File: config.mk
export PLATFORM = sky130hd
export DESIGN_NAME = store_buffer
export DESIGN_NICKNAME = d
export VERILOG_FILES = /design/src/rtl/store_buffer_pkg.sv /design/src/rtl/store_buffer_youngest_match.sv /design/src/rtl/store_buffer.sv
export SDC_FILE = /design/constraint.sdc
export NUM_CORES = 1
export LEC_CHECK = 0
export ABC_CLOCK_PERIOD_IN_PS = 5300
export CAP_MARGIN = 20
export CORE_AREA = 2 2 170 172
export DETAILED_ROUTE_END_ITERATION = 7
export DIE_AREA = 0 0 172 174
export PLACE_DENSITY_LB_ADDON = 0.12
export REMOVE_ABC_BUFFERS = 1
export SYNTH_ARGS = -nofsm -noshare
export SYNTH_HDL_FRONTEND = slang
export SYNTH_SLANG_ARGS = --single-unit
File: constraint.sdc
create_clock -name clk -period 5.3 [get_ports clk]
set_input_delay 1.06 -clock clk [delete_from_list [all_inputs] [get_ports clk]]
set_output_delay 1.06 -clock clk [all_outputs]
set_load 0.005 [all_outputs]
File: src/rtl/store_buffer_pkg.sv
// store_buffer_pkg: shared widths and entry type for the store buffer
`ifndef ADDR_WIDTH
`define ADDR_WIDTH 16
`endif
`ifndef DATA_WIDTH
`define DATA_WIDTH 32
`endif
package store_buffer_pkg;
    localparam int SB_ADDR_W = `ADDR_WIDTH;
    localparam int SB_DATA_W = `DATA_WIDTH;
    typedef struct packed {
        logic                 valid;
        logic [SB_ADDR_W-1:0] addr;
        logic [SB_DATA_W-1:0] data;
    } sb_entry_t;
endpackage

File: src/rtl/store_buffer_youngest_match.sv
// sb_youngest_match: picks the youngest valid matching entry, scanning from head toward tail
module sb_youngest_match #(
    parameter int DEPTH = 4,
    localparam int PW = $clog2(DEPTH)
) (
    input  logic [DEPTH-1:0] i_valid,
    input  logic [DEPTH-1:0] i_match,
    input  logic [PW-1:0]    i_head,
    output logic             o_hit,
    output logic [PW-1:0]    o_idx
);
    logic [PW-1:0] w_idx;
    // Valid entries are contiguous from head, so the last match seen is the youngest
    always_comb begin
        o_hit = 1'b0;
        o_idx = '0;
        w_idx = '0;
        for (int k = 0; k < DEPTH; k++) begin
            w_idx = i_head + PW'(k);
            if (i_valid[w_idx] && i_match[w_idx]) begin
                o_hit = 1'b1;
                o_idx = w_idx;
            end
        end
    end
endmodule

File: src/rtl/store_buffer.sv
// store_buffer: in-order store FIFO draining to the D-cache with load forwarding and coalescing
module store_buffer
    import store_buffer_pkg::*;
#(
    parameter int DEPTH      = 4,
    parameter int ADDR_WIDTH = `ADDR_WIDTH,
    parameter int DATA_WIDTH = `DATA_WIDTH,
    parameter int COALESCE   = 1,
    localparam int PW = $clog2(DEPTH),
    localparam int CW = $clog2(DEPTH + 1)
) (
    input  logic                  clk,
    input  logic                  rst_n,
    input  logic                  i_st_valid,
    input  logic [ADDR_WIDTH-1:0] i_st_addr,
    input  logic [DATA_WIDTH-1:0] i_st_data,
    output logic                  o_st_ready,
    input  logic                  i_ld_valid,
    input  logic [ADDR_WIDTH-1:0] i_ld_addr,
    output logic                  o_ld_hit,
    output logic [DATA_WIDTH-1:0] o_ld_data,
    output logic                  o_dc_valid,
    output logic [ADDR_WIDTH-1:0] o_dc_addr,
    output logic [DATA_WIDTH-1:0] o_dc_data,
    input  logic                  i_dc_done,
    output logic                  o_empty,
    output logic [CW-1:0]         o_count
);
    sb_entry_t        r_ent [DEPTH];
    sb_entry_t        w_ent [DEPTH];
    sb_entry_t        r_dc;
    logic [PW-1:0]    r_head, r_tail, w_head, w_tail, w_ld_idx, w_mg_idx;
    logic [CW-1:0]    r_count, w_count;
    logic [DEPTH-1:0] w_valid, w_ld_match, w_mg_match;
    logic             w_ld_hit, w_mg_hit, w_push, w_pop, w_merge;

    always_comb begin
        w_valid    = '0;
        w_ld_match = '0;
        w_mg_match = '0;
        for (int i = 0; i < DEPTH; i++) begin
            w_valid[i]    = r_ent[i].valid;
            w_ld_match[i] = r_ent[i].addr == i_ld_addr;
            // The head may already be in flight to the cache, so it is never merged into
            w_mg_match[i] = (COALESCE != 0) && (r_ent[i].addr == i_st_addr) && (PW'(i) != r_head);
        end
    end

    sb_youngest_match #(.DEPTH(DEPTH)) u_ld_match (
        .i_valid (w_valid),
        .i_match (w_ld_match),
        .i_head  (r_head),
        .o_hit   (w_ld_hit),
        .o_idx   (w_ld_idx)
    );

    sb_youngest_match #(.DEPTH(DEPTH)) u_mg_match (
        .i_valid (w_valid),
        .i_match (w_mg_match),
        .i_head  (r_head),
        .o_hit   (w_mg_hit),
        .o_idx   (w_mg_idx)
    );

    assign o_st_ready = (r_count < CW'(DEPTH)) || w_mg_hit;
    assign w_push     = i_st_valid && o_st_ready;
    assign w_merge    = w_push && w_mg_hit;
    assign w_pop      = r_dc.valid && i_dc_done;

    always_comb begin
        w_ent   = r_ent;
        w_head  = r_head;
        w_tail  = r_tail;
        if (w_pop) begin
            w_ent[r_head].valid = 1'b0;
            w_head              = r_head + PW'(1);
        end
        if (w_merge) begin
            w_ent[w_mg_idx].data = i_st_data;
        end else if (w_push) begin
            w_ent[r_tail] = '{valid: 1'b1, addr: i_st_addr, data: i_st_data};
            w_tail        = r_tail + PW'(1);
        end
        w_count = r_count + CW'(w_push && !w_merge) - CW'(w_pop);
    end

    // Drain port is a registered copy of the next head entry
    always_ff @(posedge clk) begin
        if (!rst_n) begin
            for (int i = 0; i < DEPTH; i++) r_ent[i] <= '0;
            r_head  <= '0;
            r_tail  <= '0;
            r_count <= '0;
            r_dc    <= '0;
        end else begin
            r_ent   <= w_ent;
            r_head  <= w_head;
            r_tail  <= w_tail;
            r_count <= w_count;
            r_dc    <= w_ent[w_head];
        end
    end

    assign o_dc_valid = r_dc.valid;
    assign o_dc_addr  = r_dc.addr;
    assign o_dc_data  = r_dc.data;
    assign o_ld_hit   = i_ld_valid && w_ld_hit;
    assign o_ld_data  = o_ld_hit ? r_ent[w_ld_idx].data : '0;
    assign o_empty    = r_count == '0;
    assign o_count    = r_count;
endmodule
Word level (Yosys, flattened, before mapping). Cells that the tools add are included.

Register bits after elaboration: 252. Output and inout port bits: 87. Word-level logic and storage cells: 139.

Add/sub/neg operators: 6. Magnitude comparators: 13. Equality and inequality tests: 11. Multiplexer cells: 60. Bitwise operators: 6. Reduce and logical (&&, ||, !) cells: 25.

Operator list (count): 196-bit bitwise mux (3); 196-bit 2-to-1 mux (3); 49-bit demux with 2-bit select (3); 49-bit binary-select mux with 2-bit select (2); 49-bit 2-to-1 mux (4); 16-bit == test (8); 32-bit 2-to-1 mux (4); 1-bit binary-select mux with 2-bit select (12); 1-bit logical AND (20); 1-bit 2-to-1 mux (20); 2-bit 2-to-1 mux (9); 3-bit greater-or-equal comparator, second input constant (5); 2-bit NOT with 3-bit output (5); 2-bit by 3-bit less-than comparator with 1-bit output, second input constant (4); 3-bit by 1-bit less-than comparator with 1-bit output, second input constant (3); 2-bit by 1-bit adder with 2-bit output, second input constant (2); 2-bit adder, second input constant (2); 2-bit != test, first input constant (2); 3-bit by 1-bit adder with 3-bit output (1); 3-bit zero test (1); 3-bit less-than comparator, second input constant (1); 3-bit by 1-bit subtractor with 3-bit output (1); 1-bit by 2-bit != test with 1-bit output, first input constant (1); 2-bit AND reduction (1); other kinds (4) (4).

Longest topological paths before layout. Gate-level depths: netlist (run 1).

Depth after elaboration: 19. Depth in mapped cells: 22. Depth with buffers taken out: 17.

By module. Synthesis (run 1) repeated with hierarchy kept, for this count alone.

Cells, all modules: 1734. Area total of the unflattened synthesis: 13919.6 µm².

By module, submodules not included: store_buffer (instances 1, cells each 1706, area an instance 13729.4 µm², seq. area each 5044.8 µm²); sb_youngest_match (instances 2, cells each 14, area an instance 95.1 µm², seq. area each 0.0 µm²).

Worst setup path before layout (run 1). Ideal clock, no wire load.

Path kind: input to output. Start: input port i_ld_addr[8]. End: output port o_ld_data[0]. Data arrival time: 3505 ps. Path slack: 735 ps. Cell stages on the path: 12. Path buffers: 1. Cells stage by stage: xnor2_1 nand4_1 or4b_2 nor4_1 mux2i_1 o21ai_0 a21oi_1 or2_2 mux2i_1 nand2_1 clkbuf_1 o22ai_1.

Cells in the longest elaborated chain, start to end: 13. Elaborated cells between the ends (all ways): 30.

Ends and longest elaborated chain: start, declared (line store_buffer.sv:19) `input logic [ADDR_WIDTH-1:0] i_ld_addr,`; 16-bit == test (line store_buffer.sv:43) `w_ld_match[i] = r_ent[i].addr == i_ld_addr;`; 1-bit binary-select mux with 2-bit select (line store_buffer_youngest_match.sv:20) `if (i_valid[w_idx] && i_match[w_idx]) begin`; 1-bit 2-to-1 mux (not written as such) (line store_buffer_youngest_match.sv:20); 1-bit logical AND (line store_buffer_youngest_match.sv:20); 2-bit 2-to-1 mux (4 in series) (line store_buffer_youngest_match.sv:20); 2-bit NOT with 3-bit output (not written as such) (line store_buffer.sv:108) `assign o_ld_data = o_ld_hit ? r_ent[w_ld_idx].data : '0;`; 49-bit binary-select mux with 2-bit select (line store_buffer.sv:108); 32-bit 2-to-1 mux (not written as such) (2 in series) (line store_buffer.sv:108); 32-bit 2-to-1 mux (*) (line store_buffer.sv:108); end, declared (line store_buffer.sv:21) `output logic [DATA_WIDTH-1:0] o_ld_data,`.

Every way passes the cells marked *; elsewhere a longest branch is shown, timed or not. The select of a mux whose other input is x is not followed.

Worst setup path after layout (run 1).
Start: input port i_ld_addr[5]. End: output port o_ld_data[1].

The elaborated chain is that of the path after synthesis.

==> run summary, run 1 <==
The tools report the area taken by multi-input logic gates as 8660 µm². In this run, synthesis inferred 0 flip-flops with an integrated enable. The worst register-to-register path begins at r_head[0]. The synthesized area per cell is 8.69 µm², and the Yosys warning count is 0. The logs give 0 for the number of hold buffers added after CTS and 47000 µm for the wire length reported by the detailed router. The share of cells above drive strength 1 came out at 16.1%.

The vertical die dimension is 174 µm. After detailed routing, the number of vias per cell comes to 6.02. The tools report the total internal power as 4.24 mW.

The tools report the worst min-delay path startpoint as r_ent[23]. Global routing finished with a remaining overflow of 0. In the layout the commonest cells are dfxtp_1, nand2_1, mux2i_1. The flow ran to the end, and the final reports show no timing, DRC or antenna violations. In the final layout, flip-flops and latches occupy 5040 µm².

The tightest hold path in the finished design has a slack of 0.479 ns. The number of endpoints failing setup at the final stage was 0. Walking the worst path, the cells encountered are dlygate4sd2_1 -> xor2_1 -> nor4_2 -> nand4_1 -> mux2_4 -> or4_4 -> a311oi_2 -> buf_4 -> nor2_4 -> buf_6 -> buf_8 -> mux2i_4 -> o22ai_2 -> clkbuf_2.

The arrival time at the worst endpoint is 4.13 ns. Leaving out fill and tap cells, the most frequent cell in the layout is dfxtp_1. Number of buffer cells added on primary ports: 155. Buffer and inverter count on the worst path: 5. Critical path class: input pin to output port. STA classifies the critical path endpoint as an output port. Number of iterations in the first detailed-routing pass: 6.

The clock passes through at most 3 buffers. Post-synth design cell area: 13900 µm². The category of cells accounting for the largest share of critical-path delay was simple AND/OR/NAND/NOR gates.

From left edge to right edge, the die measures 172 µm. The starting utilization of the core area was 49.4%. For the clock network latency to the later pin of the worst-skew pair, the log shows 0.56 ns. In the synthesized netlist the dominant register cell turns out to be dfxtp_1.

The biggest cell delay along the critical path was 0.42 ns; the required time of the critical path was 4.24 ns. The first global-routing pass estimated 72800 µm of wire. Across all layers, the routed design uses 13200 vias. The detailed-route wire length per cell is 21.4 µm, and the post-route fraction of the period consumed by the critical path is 97.8%. The placement-stage worst setup slack is -0.696 ns.

The leakage power summed over all cells is 6.76 nW, and the number of design rule violations left after detail routing is 0. For the number of slew-limit violations in the final report, the log shows 0. The worst path needs 5.19 ns of the cycle, external delays included. In this run the standard cell core region covers 28200 µm².

The final layout contains 1870 nets. The area growth from synthesis to layout is 27.6%. The share of synthesized area in the top cell type comes to 36.2%. The number of different library cells used by synthesis comes to 64. The run gives 36.2% as the share of total power in sequential cells. TritonCTS created 28 clock buffers.

In this run, synthesis produced a sequential element count of 252. The run gives 30.8% as the combined global-route utilization of all metal layers. The library cell with the largest summed area after synthesis was dfxtp_1.

The floorplan has 62 rows. Maximum number of pins on one net before global-route repair: 203. The worst hold path belongs to the class flop to flop.

The logs give 0.115 ns for the smallest setup slack after layout and 30000 µm for the post-detailed-placement half-perimeter wirelength. The logs give 12600 for the via count of the first global-routing pass and 33.2% for the combinational fraction of design power. The floorplan step defined a die boundary enclosing 29900 µm².

TritonCTS built the clock tree. The kind of start point of the critical path is an input pin. The tree built by TritonCTS fans out to 252 sinks.

The root buffer selected by CTS was clkbuf_16. For the post-synthesis sequential area ratio, the log shows 36.2%. Between clock sinks in the finished design, the worst skew comes to 0.00969 ns. Synthesis produced 1604 cells. Setup repair after global routing left no endpoint under its margin. The final number of hold-violating endpoints was 0; the net switching share of the total power was 33.7%. Headroom to the max-slew limit came out at 25.7%. Maximum clock frequency: 193 MHz. The logs give 1 for the initial antenna violation count and 0.986 for the final estimated routing congestion in global placement. For the pin with the worst max-slew slack, the measured transition is 1.11 ns.

The clock network is responsible for 30.6% of the overall power. The max capacitance violation total was 0; the final antenna diode count was 0. Counting flops with an async set or reset pin after synthesis yields a share of 0%. By area the synthesized netlist is led by dfxtp_1, mux2i_1, xor2_1. The clock transition at the registers of the reported paths came out at 0.06 ns. The fill cell instance count of the final layout was 2466; the worst voltage drop across the vdd grid was 0.227 mV.

The net switching power of the design is 2.16 mW, and the number of violations reported at the end of detailed-routing iteration 0 is 1279. For this design the ratio of total power to cell area is 359 nW/µm². The slowest stage of the critical path is the or4_4 cell. The instance area at placement was 16500 µm²; the deepest level of the CTS H-tree was 1. In this run the remaining antenna-violating nets after routing total 0. Of all nets on the critical path, the largest fanout is 10.

The run gives 17800 µm² as the cell area after layout. The run gives 156 as the top-level port count. The worst setup path startpoint is i_ld_addr[5].
## synth_stat cells, types with 3 or more instances
| library cell | instances |
|---|---|
| buf_2 | 43 |
| nor2_1 | 51 |
| nand4_1 | 19 |
| nand2b_1 | 4 |
| inv_1 | 10 |
| mux2i_1 | 167 |
| o21ai_1 | 4 |
| o32ai_1 | 15 |
| and3_1 | 3 |
| buf_4 | 9 |
| buf_1 | 6 |
| ha_1 | 10 |
| o21ai_0 | 40 |
| nand2_1 | 223 |
| nor4_1 | 24 |
| a22o_1 | 15 |
| xor2_1 | 99 |
| o21ai_2 | 3 |
| clkbuf_1 | 68 |
| nor2b_1 | 101 |
| and2_1 | 16 |
| o221ai_1 | 49 |
| buf_6 | 3 |
| o22ai_1 | 97 |
| a221o_1 | 3 |
| xnor2_1 | 34 |
| a21boi_0 | 97 |
| a21oi_1 | 41 |
| nor3_1 | 40 |
| a211oi_1 | 4 |
| dfxtp_1 | 252 |
| nand3_1 | 13 |
## area by class of cell
| cell class | count | area share (%) |
|---|---|---|
| Multi-Input combinational cell | 1212 | 48.7 |
| Sequential cell | 252 | 28.3 |
| Timing Repair Buffer | 285 | 14.8 |
| Clock buffer | 39 | 4.51 |
| Tap cell | 384 | 2.70 |
| Clock inverter | 10 | 0.717 |
| Inverter | 11 | 0.232 |
## logic make-up after synthesis
family,Yosys count,share of synthesized area [%]
xor gates and xnor gates,133,8.35
muxes,169,12.2
DFF,252,36.2
adders and majority gates,11,1.04
and+or+nand+nor,511,17.9
buffers and inverters,140,4.56
AOI/OAI and AO/OA,388,19.7
## registers in the layout, indices dropped and copies added, names as in the netlist
signal and count:
o_dc_data 32, r_ent 196, r_head 2, r_tail 2, o_dc_addr 16, o_count 3, o_dc_valid 1
## power groups by stage
stage	Combinational [mW]	Sequential [mW]	Clock, mW
3_3_place_gp	2.03	2.34	0
5_1_grt	2.27	2.34	2.06
4_1_cts	2.08	2.31	1.99
3_5_place_dp	2.05	2.34	0
6_report	2.12	2.32	1.96
2_1_floorplan	1.05	2.31	0
## worst min-delay path, delay by kind of cell (launching register included)
family	cells	cell delay [ns]
AO/OA/AOI/OAI	1	0.06
AND/OR/NAND/NOR	1	0.05
flip-flops	1	0.32
## path summary, 6_finish.rpt
kind / slack, ns / cells past startpoint / endpoint
max: 0.11 / 14 / o_ld_data[1]
min: 0.48 / 2 / r_ent[23]
min reg2reg: 0.48 / 2 / r_ent[23]
max reg2reg: 1.12 / 17 / o_count[2]
## through the flow
| step | cells | setup TNS, ns | power (mW) | util [%] |
|---|---|---|---|---|
| floorplan | 1475 | -28.36 | 3.37 | - |
| global placement | 2133 | -15.40 | 4.37 | 58.6 |
| detailed placement | 2133 | -20.19 | 4.39 | 58.6 |
| CTS | 2188 | 0 | 6.37 | 62.8 |
| global route | 2193 | 0 | 6.67 | 63.0 |
| finish | 2193 | 0 | 6.40 | 63.0 |
## routing by layer
layer  wire (µm)  vias to the layer above  track usage, %
met3        3780                       71            3.85
met2       21200                      622            48.1
met5           0                        -               0
li1            -                     6122               -
met1       21000                     6397            44.9
met4        1000                        0            7.53
## timing repair
item,4_1_cts,5_1_grt
resized for setup,101,102
setup buffers,4,5
endpoints found under the setup margin,32,33
pin swaps,18,16
cloned,2,1
No activity file was read; power rests on OpenSTA's default activity.
==> run 2: changes to the inputs <==
HOLD_SLACK_MARGIN = 0.08   (was not set)
==> results of run 2 <==
The final DEF is identical to that of run 1; final timing and power are the same.
==> run 3: changes to the inputs <==
CORE_AREA = 10 10 178 180   (was 2 2 170 172)
DIE_AREA = 0 0 188 190   (was 0 0 172 174)
HOLD_SLACK_MARGIN = 0.05   (was 0.08)
==> run summary, run 3 (synthesis results as in run 1) <==
The type of the worst min-delay path is flop to flop. The signed area change from the synthesized netlist to the final layout works out to 28.4%. Leaving out fill and tap cells, the most frequent cell in the layout is dfxtp_1.

The max capacitance violation total was 0 (unchanged). CTS placed an instance of clkbuf_16 at the clock tree root. The power density normalized to cell area works out to 356 nW/µm² (-0.86%).

The total die area is 35700 µm² (+19%), and the worst slew slack as a fraction of its limit is 46.2% (+21 points). Count of standard-cell rows: 62 (unchanged). The clock network latency to the later pin of the worst-skew pair came out at 0.56 ns (about the same). Kind of start point of the critical path: an input pin. The instance area at placement was 16500 µm² (-0.26%); the biggest cell delay along the critical path was 0.63 ns (+0.21 ns). The number of endpoints failing setup at the final stage was 0 (unchanged); the detailed-route wire length per cell was 22.2 µm (+3.7%). The area of the placeable core is 28200 µm² (unchanged). The number of iterations in the first detailed-routing pass was 6 (unchanged).

The tools report the maximum clock frequency as 192 MHz (-0.66%). The initial antenna violation count was 2 (+1); the number of flip-flops in the largest register was 196 (unchanged). Post-route fraction of the period consumed by the critical path: 98.5% (+0.65 points). The arrival time at the worst endpoint is 4.16 ns (+0.03 ns), and the top-level port count is 156 (unchanged). The number of slew-limit violations in the final report was 0 (unchanged); the number of clock buffers inserted by TritonCTS was 28 (unchanged). The tools report the kind of capture point of the worst setup path as an output port.

The logs give 33.3% (about the same) for the combinational fraction of design power and 0 (unchanged) for the number of hold buffers added after CTS. The share of cells above drive strength 1 was 15.8% (-0.31 points). Net switching power of the design: 2.18 mW (+0.97%). The final critical delay including setup and external delays works out to 5.22 ns (+0.0346 ns). Counting flops per register, the top entry is r_ent.

The total overflow reported by the global router is 0 (unchanged). The run gives 6.79 nW (+0.38%) as the leakage power summed over all cells. The number of buffer cells added on primary ports is 155 (unchanged). The tools report the smallest hold slack as 0.485 ns (+0.00616 ns). The share of total power in sequential cells was 36.3% (about the same). The tools report the required time of the critical path as 4.24 ns (about the same). The total internal power was 4.20 mW (-0.91%). The per-cell via count in the routed design came out at 6.06 (+0.53%). The run gives 1586 (+24%) as the number of violations reported at the end of detailed-routing iteration 0.

TritonCTS built the clock tree. The starting utilization of the core area was 49.4% (unchanged); the maximum fanout count along the critical path was 8 (-2). For the final estimated routing congestion in global placement, the log shows 1.00 (+1.4%). The tools report the worst clock skew as 0.00792 ns (-0.00176 ns).

The transition time at the pin with the least slew margin is 0.807 ns (-0.300 ns), and the fraction of the core area covered by cells at the end of the flow is 63.4% (+0.37 points). The power share of the clock group is 30.4% (-0.2 points). The post-detailed-placement half-perimeter wirelength is 31600 µm (+5.3%).

The deepest clock path buffer count was 3 (unchanged); the combined global-route utilization of all metal layers was 25.5% (-5.3 points). The tools report the number of design rule violations left after detail routing as 0 (unchanged). The clock net sink count came out at 252 (unchanged). The global-route wire length before repair is 74200 µm (+2.0%).

The run gives 17900 µm² (+0.59%) as the cell area after layout. The sum of negative setup slack came out at 0 ns (unchanged). The chip width is 188 µm (+9.3%). The flow ran to the end, and the final reports show no timing, DRC or antenna violations. For the via count, the log shows 13300 (+0.48%).

The vertical die dimension works out to 190 µm (+9.2%). The standard cell with the maximum stage delay on the critical path is or4b_2. The count of nets after finishing came out at 1867 (-0.16%). The clock transition at the registers of the reported paths is 0.06 ns (about the same).

Traced cell by cell, the critical path runs through dlygate4sd2_1 -> xnor2_2 -> nand4_1 -> or4b_2 -> nor4_2 -> buf_4 -> mux2i_4 -> mux2i_1 -> a21oi_1 -> or2_4 -> nor2_4 -> o21ai_4 -> buf_12 -> clkbuf_16 -> o22ai_4 -> clkdlybuf4s15_2. Deepest level of the CTS H-tree: 1 (unchanged). The tools report the via count of the first global-routing pass as 12800 (+1.1%).

The maximum number of pins on one net before global-route repair came out at 92 (-55%). The final number of hold-violating endpoints is 0 (unchanged). Wire length reported by the detailed router: 48700 µm (+3.7%). In the layout the commonest cells are dfxtp_1, nand2_1, mux2i_1.

The logs give 0 (unchanged) for the remaining antenna violation count after routing and 0.306 mV (+34%) for the worst voltage drop across the vdd grid. The critical path class was input pin to output port. The net switching share of the total power works out to 34.2% (+0.42 points).
run 3: cell types whose count changed in the layout (fill, tap and decap cells not counted), sizes merged:
| cell | previous run | this run |
|---|---|---|
| bufinv | 2 | 1 |
| clkdlybuf4s50 | 106 | 105 |
| diode | 0 | 1 |
| bufbuf | 1 | 0 |
| clkdlybuf4s15 | 3 | 4 |
| dlymetal6s2s | 0 | 6 |
| clkbuf | 73 | 66 |
| inv | 10 | 11 |
run 3: metrics by stage:
step	cells	total power, mW	setup slack [ns]
4_1_cts	2185	6.35	-0.0705
3_5_place_dp	2124	4.40	-0.680
3_3_place_gp	2124	4.37	-0.716
5_1_grt	2191	6.65	-0.00185
2_1_floorplan	1475	3.37	-0.886
6_report	2192	6.38	0.0800
run 3: final cells by class:
cell class              instances  area, µm²
inverters                      11       41.3
clock buffers                  40        806
well taps                     384        480
multi-input cells            1212       8730
clock inverters                10        114
flip-flops and latches        252       5040
repair buffers                282       2680
diodes                          1       2.50
fillers                      2442      10300
run 3: timing repair:
action	CTS	global route
gates resized for setup	99	108
setup buffers	11	3
cloned	0	3
pin swaps	13	14
setup endpoints to repair	32	33
run 3: final timing paths:
| check | from | end | depth (start not counted) | slack, ns |
|---|---|---|---|---|
| min reg2reg | r_ent[15] | r_ent[15] | 2 | 0.48 |
| min | r_ent[15] | r_ent[15] | 2 | 0.48 |
| max | i_ld_addr[4] | o_ld_data[31] | 16 | 0.08 |
| max reg2reg | r_head[0] | o_count[2] | 18 | 1.22 |
run 3: worst max-delay path: cells and delay by family:
family / cells / cell delay [ns]
mux: 2 / 0.25
simple gates: 5 / 1.30
xor+xnor: 1 / 0.15
compound gates: 3 / 0.33
buf+inv: 5 / 1.02
run 3: power groups by stage:
stage / clock network [mW] / logic [mW] / registers (mW)
6_report: 1.94 / 2.13 / 2.31
5_1_grt: 2.04 / 2.27 / 2.34
4_1_cts: 1.96 / 2.08 / 2.30
3_3_place_gp: 0 / 2.03 / 2.34
2_1_floorplan: 0 / 1.05 / 2.31
3_5_place_dp: 0 / 2.05 / 2.34
run 3: routing by layer:
metal	part of all wire (%)	routed length [µm]	GRT usage, %	up-vias
met5	0.037	18	0	-
met4	2.1	1020	6.06	2
met3	7.9	3850	4.34	93
met2	45	22100	40.2	655
met1	45	21700	35.5	6414
li1	-	-	-	6112
